## config.mk

```make
export PLATFORM = sky130hd
export DESIGN_NAME = dispatch_router
export DESIGN_NICKNAME = d
export VERILOG_FILES = /design/src/rtl/dispatch_router.sv
export SDC_FILE = /design/constraint.sdc
export NUM_CORES = 1
export LEC_CHECK = 0
export CAP_MARGIN = 5
export CORE_MARGIN = 2
export CORE_UTILIZATION = 45
export CTS_CLUSTER_DIAMETER = 60
export DETAILED_ROUTE_END_ITERATION = 8
export PLACE_DENSITY = 0.83
export SKIP_CTS_REPAIR_TIMING = 1
export SYNTH_ARGS = -nofsm -noshare
export SYNTH_HDL_FRONTEND = slang
export SYNTH_HIERARCHICAL = 1
export SYNTH_SLANG_ARGS = --single-unit
```

## constraint.sdc

```tcl
create_clock -name clk -period 4.4 [get_ports clk]
set_input_delay 0.66 -clock clk [delete_from_list [all_inputs] [get_ports clk]]
set_output_delay 0.66 -clock clk [all_outputs]
set_load 0.01 [all_outputs]
```

## src/rtl/dispatch_router.sv

```systemverilog
// In-order N-wide dispatch into NUM_CH credit-tracked reservation stations.
// The oldest fitting prefix goes out through registered per-channel write lanes; the rest waits in a holding buffer.
module dispatch_router_ch #(
  parameter int DW       = 2,
  parameter int RS_DEPTH = 16,
  parameter int INSTR_W  = 64,
  parameter int CNT_W    = 5,
  parameter int UW       = 2
)(
  input  logic                          clk,
  input  logic                          rst,
  input  logic                          flush,
  input  logic [UW-1:0]                 take,
  input  logic [CNT_W-1:0]              rel,
  input  logic [DW-1:0]                 nxt_vld,
  input  logic [DW-1:0][INSTR_W-1:0]    nxt_ins,
  output logic [CNT_W-1:0]              credit,
  output logic [DW-1:0]                 out_vld,
  output logic [DW-1:0][INSTR_W-1:0]    out_ins
);
  localparam int SW = CNT_W + UW + 1;

  logic [SW-1:0]    sum;
  logic [CNT_W-1:0] credit_nxt;

  // take never exceeds credit, so the sum cannot go negative
  assign sum        = SW'(credit) - SW'(take) + SW'(rel);
  assign credit_nxt = (sum > SW'(RS_DEPTH)) ? CNT_W'(RS_DEPTH) : sum[CNT_W-1:0];

  always_ff @(posedge clk or posedge rst) begin
    if (rst) begin
      credit  <= CNT_W'(RS_DEPTH);
      out_vld <= '0;
      out_ins <= '0;
    end else if (flush) begin
      credit  <= CNT_W'(RS_DEPTH);
      out_vld <= '0;
      out_ins <= '0;
    end else begin
      credit  <= credit_nxt;
      out_vld <= nxt_vld;
      out_ins <= nxt_ins;
    end
  end
endmodule

module dispatch_router #(
  parameter int DISPATCH_WIDTH = 2,
  parameter int NUM_CH         = 3,
  parameter int RS_DEPTH       = 16,
  parameter int INSTR_W        = 64,
  localparam int CH_W          = (NUM_CH > 1) ? $clog2(NUM_CH) : 1,
  localparam int CNT_W         = $clog2(RS_DEPTH + 1)
)(
  input  logic                                        clk,
  input  logic                                        rst,
  input  logic                                        flush,
  input  logic                                        stall_dispatch,
  input  logic [DISPATCH_WIDTH-1:0]                   in_valid,
  input  logic [DISPATCH_WIDTH*INSTR_W-1:0]           in_instr,
  input  logic [DISPATCH_WIDTH*CH_W-1:0]              in_class,
  output logic                                        in_ready,
  input  logic [NUM_CH*CNT_W-1:0]                     rs_release,
  output logic [NUM_CH*DISPATCH_WIDTH-1:0]            out_valid,
  output logic [NUM_CH*DISPATCH_WIDTH*INSTR_W-1:0]    out_instr,
  output logic [NUM_CH*CNT_W-1:0]                     credit
);
  localparam int DW  = DISPATCH_WIDTH;
  localparam int UW  = $clog2(DW + 1);
  localparam int CW2 = CNT_W + UW;

  logic [DW-1:0]                      buf_vld, nb_vld, cand_vld, disp, pend;
  logic [DW-1:0][INSTR_W-1:0]         buf_ins, nb_ins, in_ins_a, cand_ins;
  logic [DW-1:0][CH_W-1:0]            buf_cls, nb_cls, in_cls_a, cand_cls;
  logic [NUM_CH-1:0][CNT_W-1:0]       cred_a, rel_a;
  logic [NUM_CH-1:0][UW-1:0]          used;
  logic [NUM_CH-1:0][DW-1:0]          nxt_vld;
  logic [NUM_CH-1:0][DW-1:0][INSTR_W-1:0] nxt_ins;
  logic                               active, blocked, buf_empty;
  logic [UW-1:0]                      pos;

  assign in_ins_a  = in_instr;
  assign in_cls_a  = in_class;
  assign rel_a     = rs_release;
  assign cred_a    = credit;
  assign buf_empty = ~|buf_vld;
  assign in_ready  = buf_empty;
  assign active    = !flush && !stall_dispatch;

  assign cand_vld = buf_empty ? in_valid : buf_vld;
  assign cand_ins = buf_empty ? in_ins_a : buf_ins;
  assign cand_cls = buf_empty ? in_cls_a : buf_cls;

  // Oldest-first scan; the first slot short of credit blocks everything younger
  always_comb begin
    blocked = 1'b0;
    used    = '0;
    disp    = '0;
    nxt_vld = '0;
    nxt_ins = '0;
    if (active) begin
      for (int i = 0; i < DW; i++) begin
        if (cand_vld[i] && !blocked) begin
          if ({1'b0, cand_cls[i]} >= (CH_W+1)'(NUM_CH)) begin
            disp[i] = 1'b1;
          end else begin
            for (int c = 0; c < NUM_CH; c++) begin
              if (cand_cls[i] == CH_W'(c)) begin
                if (CW2'(cred_a[c]) > CW2'(used[c])) begin
                  disp[i] = 1'b1;
                  for (int l = 0; l < DW; l++) begin
                    if (used[c] == UW'(l)) begin
                      nxt_vld[c][l] = 1'b1;
                      nxt_ins[c][l] = cand_ins[i];
                    end
                  end
                  used[c] = used[c] + 1'b1;
                end else begin
                  blocked = 1'b1;
                end
              end
            end
          end
        end
      end
    end
  end

  assign pend = cand_vld & ~disp;

  // Leftovers (or a whole stalled group) pack down to slot 0 in order
  always_comb begin
    pos    = '0;
    nb_vld = '0;
    nb_ins = '0;
    nb_cls = '0;
    for (int i = 0; i < DW; i++) begin
      if (pend[i]) begin
        for (int j = 0; j < DW; j++) begin
          if (pos == UW'(j)) begin
            nb_vld[j] = 1'b1;
            nb_ins[j] = cand_ins[i];
            nb_cls[j] = cand_cls[i];
          end
        end
        pos = pos + 1'b1;
      end
    end
  end

  always_ff @(posedge clk or posedge rst) begin
    if (rst) begin
      buf_vld <= '0;
      buf_ins <= '0;
      buf_cls <= '0;
    end else if (flush) begin
      buf_vld <= '0;
      buf_ins <= '0;
      buf_cls <= '0;
    end else begin
      buf_vld <= nb_vld;
      buf_ins <= nb_ins;
      buf_cls <= nb_cls;
    end
  end

  for (genvar c = 0; c < NUM_CH; c++) begin : g_ch
    dispatch_router_ch #(
      .DW(DW), .RS_DEPTH(RS_DEPTH), .INSTR_W(INSTR_W), .CNT_W(CNT_W), .UW(UW)
    ) u_ch (
      .clk     (clk),
      .rst     (rst),
      .flush   (flush),
      .take    (used[c]),
      .rel     (rel_a[c]),
      .nxt_vld (nxt_vld[c]),
      .nxt_ins (nxt_ins[c]),
      .credit  (credit[c*CNT_W +: CNT_W]),
      .out_vld (out_valid[c*DW +: DW]),
      .out_ins (out_instr[c*DW*INSTR_W +: DW*INSTR_W])
    );
  end
endmodule

```

==> impl_metrics.ini <==
[die]
row_count = 83
start_util_pct = 45.64
core_um2 = 51410
die-width_um = 232.3
boundaryPins = 559
die_h_um = 232.3
die_area_um2 = 53980

[worst_setup_path]
crit_family = adder cells
r2r_setup_slack_ps = -50
rr_endpoint = g_ch[0].u_ch/credit[4]$_DFF_PP1_
cp.buffers_inverters = 1
critPathMaxFanout = 5
crit_cells = 17
required_ps = 4920
setup.worst_path.end = g_ch[0].u_ch/credit[4]$_DFF_PP1_
max_stage_delay_ps = 550
reg2reg_from = g_ch[0].u_ch/credit[1]$_DFF_PP0_
reg2reg_depth = 17
worstPathCellList = or4_4 > nor2_4 > nor3_4 > ha_1 > o21ai_2 > ha_1 > nand2_1 > o31ai_2 > ha_2 > fa_2 > buf_4 > fa_2 > nand2b_1 > a21oi_2 > a21oi_1 > o21a_4 > or3_1
slowest_stage = or4_4
worstPathArrival_ps = 4980
setup.worst_path.end_class = register
crit_start = g_ch[0].u_ch/credit[1]$_DFF_PP0_
start_kind = register
path_class = register to register

[sta]
slew_viol_final = 0
tns_ps = -96.23
slew_headroom_pct = 22.58
max_freq_mhz = 224.6
worstMarginPinSlew_ps = 1161
min_period_over_period_pct = 101.2
min_period_ps = 4453
finClkSkew_ps = 24.97
setup_violations = 4
setup_ws_ps = -53.20
hold_viol = 0
rsz0062_at_grt = yes

[clock_network]
max-clock-path-buffers = 3
cts.sink_count = 539
clock_latency_ps = 620
root_buffer = clkbuf_16
cts_max_level = 2
path_clk_slew_ps = 60
cts_tree = done
cts_buffers = 57

[layout]
layout.nets = 2905
instances_no_fill = 3446
final_area_um2 = 32680
drive_gt1_share_pct = 13.89
area_growth_syn_to_layout_pct = 39.29

[routing]
drcViolationCount = 0
drt_wl_total_um = 80110
ant_nets = 0
vias = 19380
dr.pass1.iters = 5
first_iter_violations = 1650
viasPerCell = 5.624
post_drt_wl_per_cell_um = 23.25

[power]
internal-power_mw = 9.927
cellLeakagePower_nw = 14.47
power_frac_seq_pct = 36.8
power.total_mw = 14.43
switchingPower_mw = 4.506
p_sw_share_pct = 31.22
vdd_drop_max_mv = 0.3716
p_clk_share_pct = 34.4
pwr-share-comb_pct = 28.9
p_per_area_nw_per_um2 = 441.6

[logic_synthesis]
synth_top_cell_area_share_pct = 57.16
synthFlopType = dfrtp_1
synthTopCellsByCount = 536 x dfrtp_1, 392 x nor2b_1, 272 x nor2_1, 251 x o22ai_1, 129 x mux2i_1
yosysWarnings = 6
syn_area_per_cell_um2 = 11.04
synth_area_um2 = 23460
synth_area_leaders = dfrtp_1 57%, nor2b_1 10%, o22ai_1 6.7%
syn_inst = 2126
yosysTopAreaCell = dfrtp_1
synth.most_common_cell = dfrtp_1
ys_types = 63
ys_ff_latch = 539
syn-num-nets = 2318
synth_edf_count = 0
seq_area_frac_synth_pct = 57.50
async_flop_share_pct = 100.0

[outcome]
violations = setup timing
outcome = finished, violations left

[global_route]
grt_antenna_before_repair = 11
grt_usage_pct = 28.90
grt-ovfl-total = 0
grt_pass1_vias = 19770
grt_pass1_wl_um = 118400
grt_max_degree = 220

[placement]
port_buffers = 558
place_congestion = 0.9130
detailed_place.area_um2 = 30340
hpwlAfterDp_um = 52590
dp.cells = 3332

[run]
maxCapViolations = 0

[worst_hold_path]
hp-class = register to register
==> sequential cells by signal (all words and copies together) (netlist names) <==
name and flops:
buf_cls 4, g_ch.u_ch/credit 15, buf_ins 128, g_ch.u_ch/out_ins 384
g_ch.u_ch/out_vld 6, buf_vld 2
==> power by group through the flow <==
stage | Sequential (mW) | Combinational [mW] | Clock (mW)
global route | 5.32 | 4.44 | 5.22
finish | 5.31 | 4.16 | 4.96
floorplan | 5.45 | 2.16 | 0
CTS | 5.30 | 3.77 | 5.01
detailed placement | 5.38 | 3.74 | 0
global placement | 5.37 | 3.61 | 0
==> cells in the final DEF (no fill, tap or decap), drive strengths merged, types with 14 or more instances in the layout <==
cell type      synthesis  final
inv                   45     49
buf                   78    128
a21oi                 16     16
mux2i                129    129
nand2                 16     16
xor2                  15     15
nor4                  14     14
nor2b                392    392
or2                   59     59
clkbuf                79     82
nor2                 272    272
dfrtp                536    536
clkdlybuf4s50          0    555
o22ai                254    254
nand2b                68     68
ha                    33     33
==> kinds of logic after synthesis <==
family / after synthesis / synth area share, %
AND/OR/NAND/NOR: 878 / 20.91
flip-flops: 539 / 57.50
AO/OA/AOI/OAI: 321 / 9.119
buffers and inverters: 202 / 4.026
multiplexers: 129 / 5.503
adder cells (fa/ha/maj): 39 / 2.272
XOR/XNOR: 18 / 0.6719
==> area by class of cell <==
type                       count  area (um2)
multi-input combinational   1385        9487
fill                        3853       18720
clock buffer                  82        1672
sequential                   539       13490
timing repair buffer         685        6686
antenna                        8       20.02
inverter                      45       188.9
clock inverter                22       284.0
tap                          680       850.8
==> metal layers <==
layer	track usage, %	vias to the layer above	share of wire (%)
li1	-	8369	-
met1	35.59	9663	37
met2	48.31	1104	49
met3	7.257	239	9.2
met4	12.30	6	4.5
met5	0	-	0.056
==> worst min-delay path, delay by kind of cell (launching register included) <==
| family | cells | cell delay, ps |
|---|---|---|
| mux | 1 | 90 |
| flops | 1 | 320 |
| simple gates | 1 | 100 |
==> through the flow <==
step | setup WS [ps] | hold slack, ps | util, %
2_1_floorplan | -183.0 | 513.0 | -
3_3_place_gp | -751.8 | 529.5 | 59.01
3_5_place_dp | -866.4 | 544.0 | 59.01
4_1_cts | -245.7 | 556.6 | 62.82
5_1_grt | -120.1 | 578.4 | 63.57
6_report | -53.20 | 548.3 | 63.58
==> worst min path at each step <==
stage / cells past startpoint / slack [ps] / startpoint / end
6_report: 2 / 550 / buf_ins[77]$_DFF_PP0_ / buf_ins[77]$_DFF_PP0_
5_1_grt: 2 / 580 / buf_ins[80]$_DFF_PP0_ / buf_ins[80]$_DFF_PP0_
4_1_cts: 2 / 560 / buf_ins[90]$_DFF_PP0_ / buf_ins[90]$_DFF_PP0_
3_5_place_dp: 2 / 540 / buf_ins[77]$_DFF_PP0_ / buf_ins[77]$_DFF_PP0_
3_3_place_gp: 2 / 530 / buf_ins[101]$_DFF_PP0_ / buf_ins[101]$_DFF_PP0_
2_1_floorplan: 2 / 510 / buf_ins[64]$_DFF_PP0_ / buf_ins[64]$_DFF_PP0_
Power figures use the tool's default switching activity.
